==> config.mk <==
export PLATFORM = sky130hd
export DESIGN_NAME = arc4_key_cracker
export DESIGN_NICKNAME = d
export VERILOG_FILES = /design/src/rtl/arc4_key_cracker.sv
export SDC_FILE = /design/constraint.sdc
export NUM_CORES = 1
export LEC_CHECK = 0
export ABC_CLOCK_PERIOD_IN_PS = 4500
export CORE_MARGIN = 5
export CORE_UTILIZATION = 34
export DETAILED_ROUTE_END_ITERATION = 10
export DONT_BUFFER_PORTS = 1
export GPL_TIMING_DRIVEN = 0
export PLACE_DENSITY = 0.5
export SLEW_MARGIN = 5
export SYNTH_ARGS = -nofsm -noshare
export SYNTH_HDL_FRONTEND = slang
export SYNTH_MEMORY_MAX_BITS = 65536
export SYNTH_SLANG_ARGS = --single-unit
==> constraint.sdc <==
create_clock -name CLOCK_50 -period 4.5 [get_ports CLOCK_50]
set_clock_uncertainty 0.1 [all_clocks]
set_input_delay 0.45 -clock CLOCK_50 [delete_from_list [all_inputs] [get_ports CLOCK_50]]
set_output_delay 0.45 -clock CLOCK_50 [all_outputs]
set_load 0.05 [all_outputs]
==> src/rtl/arc4_key_cracker.sv <==
// ARC4 key search: walks 24-bit candidate keys until the ROM ciphertext decrypts to printable
// ASCII, then shows the key on HEX5..HEX0 (or dashes if the range is exhausted).
module arc4_key_cracker #(
   parameter logic [23:0] KEY_START = 24'h000000,
   parameter logic [23:0] KEY_END   = 24'hFFFFFF,
   // Ciphertext ROM init file name, packed 8 bits per character; used by the FPGA memory flow.
   parameter logic [47:0] CT_INIT   = "ct.mif"
) (
   input  logic       CLOCK_50,
   input  logic [3:0] KEY,
   input  logic [9:0] SW,
   output logic [6:0] HEX0,
   output logic [6:0] HEX1,
   output logic [6:0] HEX2,
   output logic [6:0] HEX3,
   output logic [6:0] HEX4,
   output logic [6:0] HEX5,
   output logic [9:0] LEDR
);

   typedef enum logic [3:0] {
      StInit, StKsaRi, StKsaRj, StKsaWi, StKsaWj,
      StPrRi, StPrRj, StPrWi, StPrWj, StPrRt, StPrOut,
      StNext, StFound, StFail
   } state_e;

   logic rst;
   assign rst = ~KEY[3];

   logic unused_inputs;
   assign unused_inputs = ^{SW, KEY[2:0], CT_INIT};

   state_e      state_q, state_d;
   logic [23:0] key_q, key_d;
   logic [7:0]  i_q, i_d, j_q, j_d, k_q, k_d;
   logic [7:0]  si_q, si_d, sj_q, sj_d, len_q, len_d;
   logic [1:0]  m_q, m_d;

   logic [7:0] s_mem  [256];
   logic [7:0] ct_rom [256];
   logic [7:0] pt_mem [256];
   logic [7:0] s_rdata, ct_rdata;
   logic       s_we, pt_we;
   logic [7:0] s_waddr, s_wdata, s_raddr, pt_waddr, pt_wdata, ct_raddr;

   logic [7:0] kb, i_inc, j_ksa, j_prga, p;
   logic       printable;

   always_comb begin
      unique case (m_q)
         2'd0:    kb = key_q[23:16];
         2'd1:    kb = key_q[15:8];
         default: kb = key_q[7:0];
      endcase
   end

   assign i_inc     = i_q + 8'd1;
   assign j_ksa     = j_q + s_rdata + kb;
   assign j_prga    = j_q + s_rdata;
   assign p         = s_rdata ^ ct_rdata;
   assign printable = (p >= 8'h20) && (p <= 8'h7E);

   always_ff @(posedge CLOCK_50 or posedge rst) begin
      if (rst) begin
         state_q <= StInit;
         key_q   <= KEY_START;
         i_q     <= '0;
         j_q     <= '0;
         k_q     <= '0;
         si_q    <= '0;
         sj_q    <= '0;
         len_q   <= '0;
         m_q     <= '0;
      end else begin
         state_q <= state_d;
         key_q   <= key_d;
         i_q     <= i_d;
         j_q     <= j_d;
         k_q     <= k_d;
         si_q    <= si_d;
         sj_q    <= sj_d;
         len_q   <= len_d;
         m_q     <= m_d;
      end
   end

   always_comb begin
      state_d  = state_q;
      key_d    = key_q;
      i_d      = i_q;
      j_d      = j_q;
      k_d      = k_q;
      si_d     = si_q;
      sj_d     = sj_q;
      len_d    = len_q;
      m_d      = m_q;
      s_we     = 1'b0;
      s_waddr  = i_q;
      s_wdata  = i_q;
      s_raddr  = i_q;
      pt_we    = 1'b0;
      pt_waddr = k_q;
      pt_wdata = p;
      // Hold CT[0] on the ROM port during init so the length is ready when init ends.
      ct_raddr = (state_q == StInit) ? 8'd0 : k_q;
      unique case (state_q)
         StInit: begin
            s_we = 1'b1;
            i_d  = i_inc;
            if (i_q == 8'hFF) begin
               len_d   = ct_rdata;
               j_d     = '0;
               m_d     = '0;
               state_d = StKsaRi;
            end
         end
         StKsaRi: begin
            pt_we    = (i_q == 8'd0);
            pt_waddr = 8'd0;
            pt_wdata = len_q;
            state_d  = StKsaRj;
         end
         StKsaRj: begin
            si_d    = s_rdata;
            j_d     = j_ksa;
            s_raddr = j_ksa;
            state_d = StKsaWi;
         end
         StKsaWi: begin
            s_we    = 1'b1;
            s_wdata = s_rdata;
            state_d = StKsaWj;
         end
         StKsaWj: begin
            s_we    = 1'b1;
            s_waddr = j_q;
            s_wdata = si_q;
            i_d     = i_inc;
            m_d     = (m_q == 2'd2) ? 2'd0 : m_q + 2'd1;
            if (i_q == 8'hFF) begin
               j_d     = '0;
               k_d     = 8'd1;
               state_d = StPrRi;
            end else begin
               state_d = StKsaRi;
            end
         end
         StPrRi: begin
            i_d     = i_inc;
            s_raddr = i_inc;
            state_d = StPrRj;
         end
         StPrRj: begin
            si_d    = s_rdata;
            j_d     = j_prga;
            s_raddr = j_prga;
            state_d = StPrWi;
         end
         StPrWi: begin
            s_we    = 1'b1;
            s_wdata = s_rdata;
            sj_d    = s_rdata;
            state_d = StPrWj;
         end
         StPrWj: begin
            s_we    = 1'b1;
            s_waddr = j_q;
            s_wdata = si_q;
            state_d = StPrRt;
         end
         // Keystream read waits until both swap writes have landed.
         StPrRt: begin
            s_raddr = si_q + sj_q;
            state_d = StPrOut;
         end
         StPrOut: begin
            pt_we = 1'b1;
            if (!printable) begin
               state_d = StNext;
            end else if (k_q == len_q) begin
               state_d = StFound;
            end else begin
               k_d     = k_q + 8'd1;
               state_d = StPrRi;
            end
         end
         StNext: begin
            if (key_q == KEY_END) begin
               state_d = StFail;
            end else begin
               key_d   = key_q + 24'd1;
               i_d     = '0;
               state_d = StInit;
            end
         end
         StFound: state_d = StFound;
         StFail:  state_d = StFail;
         default: state_d = StInit;
      endcase
   end

   always_ff @(posedge CLOCK_50) begin
      if (s_we) s_mem[s_waddr] <= s_wdata;
      s_rdata <= s_mem[s_raddr];
      if (pt_we) pt_mem[pt_waddr] <= pt_wdata;
      ct_rdata <= ct_rom[ct_raddr];
   end

   function automatic logic [6:0] seg(input logic [3:0] n);
      unique case (n)
         4'h0: seg = 7'h40;
         4'h1: seg = 7'h79;
         4'h2: seg = 7'h24;
         4'h3: seg = 7'h30;
         4'h4: seg = 7'h19;
         4'h5: seg = 7'h12;
         4'h6: seg = 7'h02;
         4'h7: seg = 7'h78;
         4'h8: seg = 7'h00;
         4'h9: seg = 7'h10;
         4'hA: seg = 7'h08;
         4'hB: seg = 7'h03;
         4'hC: seg = 7'h46;
         4'hD: seg = 7'h21;
         4'hE: seg = 7'h06;
         4'hF: seg = 7'h0E;
      endcase
   endfunction

   always_comb begin
      HEX0 = 7'h7F;
      HEX1 = 7'h7F;
      HEX2 = 7'h7F;
      HEX3 = 7'h7F;
      HEX4 = 7'h7F;
      HEX5 = 7'h7F;
      LEDR = '0;
      if (state_q == StFound) begin
         HEX0      = seg(key_q[3:0]);
         HEX1      = seg(key_q[7:4]);
         HEX2      = seg(key_q[11:8]);
         HEX3      = seg(key_q[15:12]);
         HEX4      = seg(key_q[19:16]);
         HEX5      = seg(key_q[23:20]);
         LEDR[1:0] = 2'b11;
      end else if (state_q == StFail) begin
         HEX0      = 7'h3F;
         HEX1      = 7'h3F;
         HEX2      = 7'h3F;
         HEX3      = 7'h3F;
         HEX4      = 7'h3F;
         HEX5      = 7'h3F;
         LEDR[1:0] = 2'b01;
      end
   end

endmodule

Yosys cells after proc, flatten, opt, wreduce, memory -nomap -nowiden
Memories as Yosys holds them, arrays and structs flattened. A register that Yosys moved wholly into a read port is not among the register bits. Cells that the tools add are included.

Register bits after elaboration: 86. Bits in writable memories: 2048. ROM bits: 672. Output and inout bits: 52. Word-level logic and storage cells: 104. Memories kept: 7.

$add $sub $neg: 7. Magnitude comparators: 2. Equality and inequality tests: 24. Mux-type cells: 33. Bitwise gates (word level): 2. Reduce and logical (&&, ||, !) cells: 19.

Memories: s_mem (words 256, width 8, read ports 1, clocked after memory_dff 1, write ports 1, line 39) `logic [7:0] s_mem [256];`; (name not given) (words 16, width 7, read ports 1, clocked after memory_dff 0, write ports 0, line 210) `unique case (n)`; (name not given) (words 16, width 7, read ports 1, clocked after memory_dff 0, write ports 0, line 210); (name not given) (words 16, width 7, read ports 1, clocked after memory_dff 0, write ports 0, line 210); (name not given) (words 16, width 7, read ports 1, clocked after memory_dff 0, write ports 0, line 210); (name not given) (words 16, width 7, read ports 1, clocked after memory_dff 0, write ports 0, line 210); 1 more memories.

Operators by type and width (number): case mux 8 bit (2 select lines) (4); case mux 4 bit (14 select lines) (1); two-way mux 7 bit (7); two-way mux 8 bit (6); case mux 8 bit (4 select lines) (1); adder 24 x 1 -> 24 bit, second input constant (1); adder 8 bit (3); equality test 24 bit, second input constant (1); equality test 4 bit, second input constant (6); case mux 8 bit (3 select lines) (1); adder 8 x 1 -> 8 bit, second input constant (2); equality test 4 x 3 -> 1 bit, second input constant (4); two-way mux 4 bit (4); AND reduction 2 bit (5); equality test 4 x 2 -> 1 bit, second input constant (2); equality test 8 bit (1); equality test 8 bit, second input constant (1); greater-or-equal comparator 8 x 6 -> 1 bit, second input constant (1); <= comparator 8 x 7 -> 1 bit, second input constant (1); != test 2 bit, second input constant (4); OR reduction 2 bit (4); XOR 8 bit (1); two-way mux 2 bit (3); nonzero test 2 bit (3); 16 further kinds (20).

Longest topological paths before layout
Gate-level depths: netlist (run 1).

Depth in word-level cells: 5. Depth in mapped cells: 7. Gate-level depth less buffers: 6.

Worst setup path after synthesis (run 1)
No wires, ideal clock.

Path type: reg2out. From: register key_q[10]. To: output HEX2[4]. Data arrival time: 2.665 ns. Setup slack: 1.285 ns. Cell stages (with the launch flop): 4. Cells stage by stage: dfrtp_1 > clkbuf_1 > inv_1 > o311ai_0.

Word-level cells in the longest chain between the ends: 2.

RTL lines: start: declaration (line 34) `logic [23:0] key_q, key_d;`; start signal: assignment (line 76) `key_q <= key_d;`; memory (16 x 7 bit); two-way mux 7 bit (line 238) `if (state_q == StFound) begin`; end: declaration (line 14) `output logic [6:0] HEX2,`.

Every way passes these cells.

Final worst setup path (run 1)
From: register state_q[3]. To: output HEX3[1].

Word-level cells in the longest chain between the ends: 2.

RTL lines: start: declaration (line 33) `state_e state_q, state_d;`; start signal: assignment (line 65) `state_q <= StInit;`; start signal: assignment (line 75) `state_q <= state_d;`; equality test 4 bit (line 238); two-way mux 7 bit (line 238); end: declaration (line 15) `output logic [6:0] HEX3,`.

Every way passes these cells.

==> results of run 1 <==
## sequential cells by signal (all words and copies together), names as in the netlist
signal,cells
key_q,24
i_q,8
state_q,4
## stage by stage
stage | area [µm²] | hold WS [ns] | util, %
5_1_grt | 3890 | 0.485 | 39.6
3_5_place_dp | 3730 | 0.0567 | 38.0
4_1_cts | 3890 | 0.461 | 39.6
3_3_place_gp | 3620 | 0.0565 | 36.9
2_1_floorplan | 3460 | 0.0544 | -
6_report | 3890 | 0.450 | 39.6
## per-layer routing
layer  vias to the layer above  GRT usage, %  share of wire, %
li1                       1433             -                 -
met1                      1385          19.3                48
met2                        78          23.3                46
met3                         4          3.39               5.6
met4                         0          2.96              0.63
met5                         -             0                 0
## tightest hold or removal path: cells and delay by family (launching register included)
kind          cells  cell delay, ns
simple gates      1            0.09
xor+xnor          1            0.07
flops             1            0.36
## timing repair
action                     in CTS  in global routing
resized for setup               0                  0
setup endpoints to repair       0                  0
hold buffers                    2                  0
hold endpoints to repair       36                  0
## worst max path at each step
stage	endpoint	slack (ns)	depth (start not counted)
finish	HEX3[1]	0.68	7
global route	HEX5[2]	0.42	7
CTS	HEX5[1]	0.66	7
detailed placement	HEX5[1]	0.99	7
global placement	HEX5[1]	1.03	7
floorplan	HEX2[4]	1.29	3
## kinds of logic (layout without fill, tap and decap cells)
family	Yosys count	in the layout	share of synthesized area (%)
compound gates	75	75	15.8
xor+xnor	29	29	7.41
fa+ha+maj	37	37	13.5
buf+inv	57	68	7.55
flops	36	36	26.3
mux	19	19	7.88
other cells	1	8	0.109
simple gates	146	146	21.5
## area by class of cell
cell class / count / share of cell area (%)
multi-input cells: 314 / 61.5
flip-flops and latches: 36 / 23.2
plain buffers: 31 / 4.15
well taps: 133 / 4.28
repair buffers: 3 / 1.16
inverters: 26 / 2.51
clock inverters: 1 / 0.773
clock buffers: 7 / 2.48
## power breakdown
| part | internal [mW] | leakage (nW) | switching [mW] |
|---|---|---|---|
| Clock | 0.196 | 0.0645 | 0.121 |
| Sequential | 0.323 | 0.489 | 0 |
| Combinational | 0.00714 | 0.877 | 0.0223 |
## synthesized netlist by cell type, types with 12 or more instances
cell / n / area share [%]
clkbuf_1: 13 / 1.4
dfrtp_1: 36 / 26
ha_1: 37 / 13
inv_1: 26 / 2.8
mux2i_1: 12 / 3.5
nand2_1: 50 / 5.5
nand2b_1: 13 / 2.4
nand3_1: 19 / 2.8
nor2_1: 24 / 2.6
o211ai_1: 23 / 5.0
o21ai_0: 18 / 2.6
o311ai_0: 12 / 3.1
xnor2_1: 23 / 5.9
==> results.cfg, run 1 <==
[status]
outcome = finished, final reports clean

[drt]
drt_pass1_iterations = 4
wirelength_um = 8520
antenna_left = 0
drc = 0
via_per_inst = 5.26
drtIter0Drc = 184
vias = 2900
post_drt_wl_per_cell_um = 15.5

[critical_path]
worst-r2r-setup-slack_ns = 1.97
critPathTopFamily = buffers and inverters
worstSetupPathType = register to primary output
path_buf_inv = 4
r2r-end = key_q[1]
max_stage_delay_ns = 0.83
cp_slowest_cell = clkbuf_1
path_common_cell = clkbuf_1
r2r_cells = 7
cp-startpoint = state_q[3]
reg2reg_from = key_q[0]
cp_max_fo = 10
crit_chain = buf_2, nand2_1, or3_1, clkbuf_1, inv_1, clkbuf_1, o211ai_1
worst_setup_path_start_kind = register
cp-end-kind = primary output
required_ns = 3.95
worstPathArrival_ns = 3.27

[final_layout]
regArea_um2 = 901
nFillCells = 1057
drive_gt1_share_pct = 13.9
fin_nets = 469
mostFrequentLayoutCell = nand2_1
final_cell_mix = nand2_1 (50), ha_1 (37), dfrtp_1 (36)
multi_input_area_um2 = 2390
diodes = 0
syn_to_final_growth_pct = 13.3
fin_cells = 551

[logic_synthesis]
synthCells = 400
ys_ff_latch = 36
ys_warn_count = 0
synth-async-reset-ratio_pct = 100
ys.flop_type = dfrtp_1
syn-mean-instance-area_um2 = 8.57
ys_types = 47
netlist_area_um2 = 3430
yosysSeqAreaShare_pct = 26.3
synth_edf_count = 0

[clock_network]
cts_root_buf = clkbuf_8
path_clk_slew_ns = 0.08
cts_made_buffers = 5
cts_tree = built
insertion_delay_ns = 0.29
cts_setup_buffers = 0
cts_sinks = 36
htreeDepth = 2
clk_path_buf_depth = 2

[place]
port_buffers = 0
hpwlAfterDp_um = 6250
post-place-ws_ns = 0.986
place_inst = 541
globalplace.congestion = 0.793

[timing]
fmax_ghz = 0.262
setup_viol_count_final = 0
hold_violations = 0
rsz0062_at_grt = false
finalCritPeriodShare_pct = 84.9
finalSetupTns_ns = 0
worst-slew-pin-transition_ns = 1.10
relSlewSlack_pct = 26.3
min_period_ns = 3.82
worst_slack_ns = 0.681
final-max-slew-violation-count = 0

[global_route]
grt_pass1_vias = 2877
grt_max_degree = 37
grt_first_pass_wirelength_um = 14800
overflow = 0
antenna_found_initial = 0
track_usage_pct = 14.3

[worst_hold_path]
hold_path.class = register to register
hp-start = i_q[7]
whs_path_depth = 2
min_to = i_q[7]

[power_and_ir_drop]
power.density_nw_per_um2 = 172
p_leak_nw = 1.43
ir_drop_mv = 0.108
power.total_uw = 669

[floorplan]
start_util_pct = 34.9
fp.dieW_um = 110
die_area_um2 = 12200
core_um2 = 9820
chipHeight_um = 110
top_level_ports = 67
row_count = 36

[run]
drv_cap = 0
Note: power is estimated with default switching activity, not from simulation.
==> run 2, diff against run 1 <==
--- a/config.mk
+++ b/config.mk
@@ -5,7 +5,7 @@
 export SDC_FILE = /design/constraint.sdc
 export NUM_CORES = 1
 export LEC_CHECK = 0
-export ABC_CLOCK_PERIOD_IN_PS = 4500
+export ABC_CLOCK_PERIOD_IN_PS = 3600
 export CORE_MARGIN = 5
 export CORE_UTILIZATION = 34
 export DETAILED_ROUTE_END_ITERATION = 10
==> constraint.sdc (replaced) <==
create_clock -name CLOCK_50 -period 3.6 [get_ports CLOCK_50]
set_clock_uncertainty 0.1 [all_clocks]
set_input_delay 0.36 -clock CLOCK_50 [delete_from_list [all_inputs] [get_ports CLOCK_50]]
set_output_delay 0.36 -clock CLOCK_50 [all_outputs]
set_load 0.05 [all_outputs]
==> run 2 against run 1 <==
- die area is the same
- hold slack is the same
- first-iteration DRC count grew 5.4%
- clock power grew 25%
- via count grew 0.48%
- register-to-register slack lost 0.90 ns
- final area grew 0.23%
- sequential power grew 25%
- critical path depth is the same
- utilization grew 0.089 points
- critical path type unchanged
==> results.cfg, run 2 (synthesis gave the netlist of run 1 again) <==
[status]
outcome = finished, final reports clean

[final_layout]
multi_input_area_um2 = 2390
largest_reg_flops = 24
final_cell_mix = nand2_1 (50), ha_1 (37), dfrtp_1 (36)
drive_gt1_share_pct = 14.4
regArea_um2 = 901
mostFrequentLayoutCell = nand2_1
syn_to_final_growth_pct = 13.6
finalInstanceArea_um2 = 3890
diodes = 0
top_regs = key_q x24, i_q x8, state_q x4
fin_cells = 551
nFillCells = 1059
final_util_pct = 39.7
fin_nets = 469
regMostFlops = key_q

[clock_network]
insertion_delay_ns = 0.29
htreeDepth = 2
cts_setup_buffers = 0
cts_made_buffers = 5
cts_tree = built
cts_root_buf = clkbuf_8
clk_path_buf_depth = 2
cts_sinks = 36
path_clk_slew_ns = 0.08

[timing]
setup_viol_count_final = 0
relSlewSlack_pct = 26.4
rsz0062_at_grt = false
finalCritPeriodShare_pct = 93.5
min_period_ns = 3.37
hold_slack_ns = 0.450
final-max-slew-violation-count = 0
worst-slew-pin-transition_ns = 1.10
hold_violations = 0
fmax_ghz = 0.297
worst_slack_ns = 0.234
finalSetupTns_ns = 0

[floorplan]
fp.dieW_um = 110
chipHeight_um = 110
start_util_pct = 34.9
die_area_um2 = 12200
row_count = 36
top_level_ports = 67
core_um2 = 9820

[drt]
post_drt_wl_per_cell_um = 15.5
top_layer = met4
antenna_left = 0
via_per_inst = 5.29
wl_met3_um = 466
drt-met1-wl_um = 4090
vias = 2914
drtIter0Drc = 194
drt_pass1_iterations = 5
dr_wl_met2_um = 3950
drc = 0
wirelength_um = 8560

[critical_path]
worst_setup_path_start_kind = register
cp_slowest_cell = clkdlybuf4s15_1
worst-r2r-setup-slack_ns = 1.07
r2r-end = key_q[1]
r2r_cells = 7
worstPathArrival_ns = 2.91
cp-end-kind = primary output
crit_chain = buf_2, nand2_1, or3_1, clkbuf_1, inv_1, clkdlybuf4s15_1, o311ai_2
worstSetupPathType = register to primary output
cp_max_fo = 10
required_ns = 3.14
max_stage_delay_ns = 0.70
reg2reg_from = key_q[0]

[global_route]
overflow = 0
grt_max_degree = 37
grt_first_pass_wirelength_um = 14800
track_usage_pct = 14.3
grt_pass1_vias = 2875
antenna_found_initial = 0

[place]
hpwlAfterDp_um = 6250
globalplace.congestion = 0.793
post-place-ws_ns = 0.176
place_inst = 541
port_buffers = 0
place_area_um2 = 3730

[power_and_ir_drop]
p_leak_nw = 1.44
power.density_nw_per_um2 = 215
power.total_uw = 837
ir_drop_mv = 0.135

[worst_hold_path]
whs_path_depth = 2
hp-start = i_q[7]
hold_path.class = register to register
min_to = i_q[7]

[run]
drv_cap = 0
[run 2: changes by cell type in the layout (fill, tap and decap cells not counted)]
cell             change
clkbuf_2             +2
clkbuf_1             -3
clkdlybuf4s15_1      +1
[run 2: worst max path at each step]
stage,from,end,slack [ns],depth (start not counted)
after global placement,state_q[3],HEX5[1],0.22,7
after global routing,state_q[2],HEX1[4],0.005,7
final,state_q[3],HEX1[4],0.23,7
after detailed placement,state_q[2],HEX5[1],0.18,7
after floorplan,key_q[10],HEX2[4],0.48,3
after CTS,state_q[2],HEX0[4],0.16,7
[run 2: what timing repair did]
action                                 in CTS  in global routing
pin swaps                                   0                  1
resized for setup                           1                  4
cloned                                      0                  0
hold buffers                                2                  0
endpoints found under the hold margin      36                  0
setup endpoints to repair                   9                 15
[run 2: where the power goes]
| part | total (mW) | internal (mW) | switching (mW) |
|---|---|---|---|
| Sequential | 0.404 | 0.404 | 0 |
| Clock | 0.396 | 0.245 | 0.151 |
| Combinational | 0.0367 | 0.00893 | 0.0278 |
| Total | 0.837 | 0.658 | 0.179 |
[run 2: layout make-up]
cell class	count	share of cell area, %
Timing Repair Buffer	3	1.16
Multi-Input combinational cell	314	61.3
Tap cell	133	4.27
Buffer	31	4.37
Clock inverter	1	0.771
Sequential cell	36	23.1
Clock buffer	7	2.47
Inverter	26	2.51
[run 2: critical path, delay by kind of cell (launching register included)]
family | cells | cell delay (ns)
buffers and inverters | 4 | 1.32
and+or+nand+nor | 2 | 0.47
DFF | 1 | 0.32
AOI/OAI and AO/OA | 1 | 0.50
[run 2: routing by layer]
metal	global-route usage, %	vias to the layer above
met5	0	-
met1	19.3	1404
met2	23.3	76
li1	-	1430
met3	3.39	4
met4	2.96	0
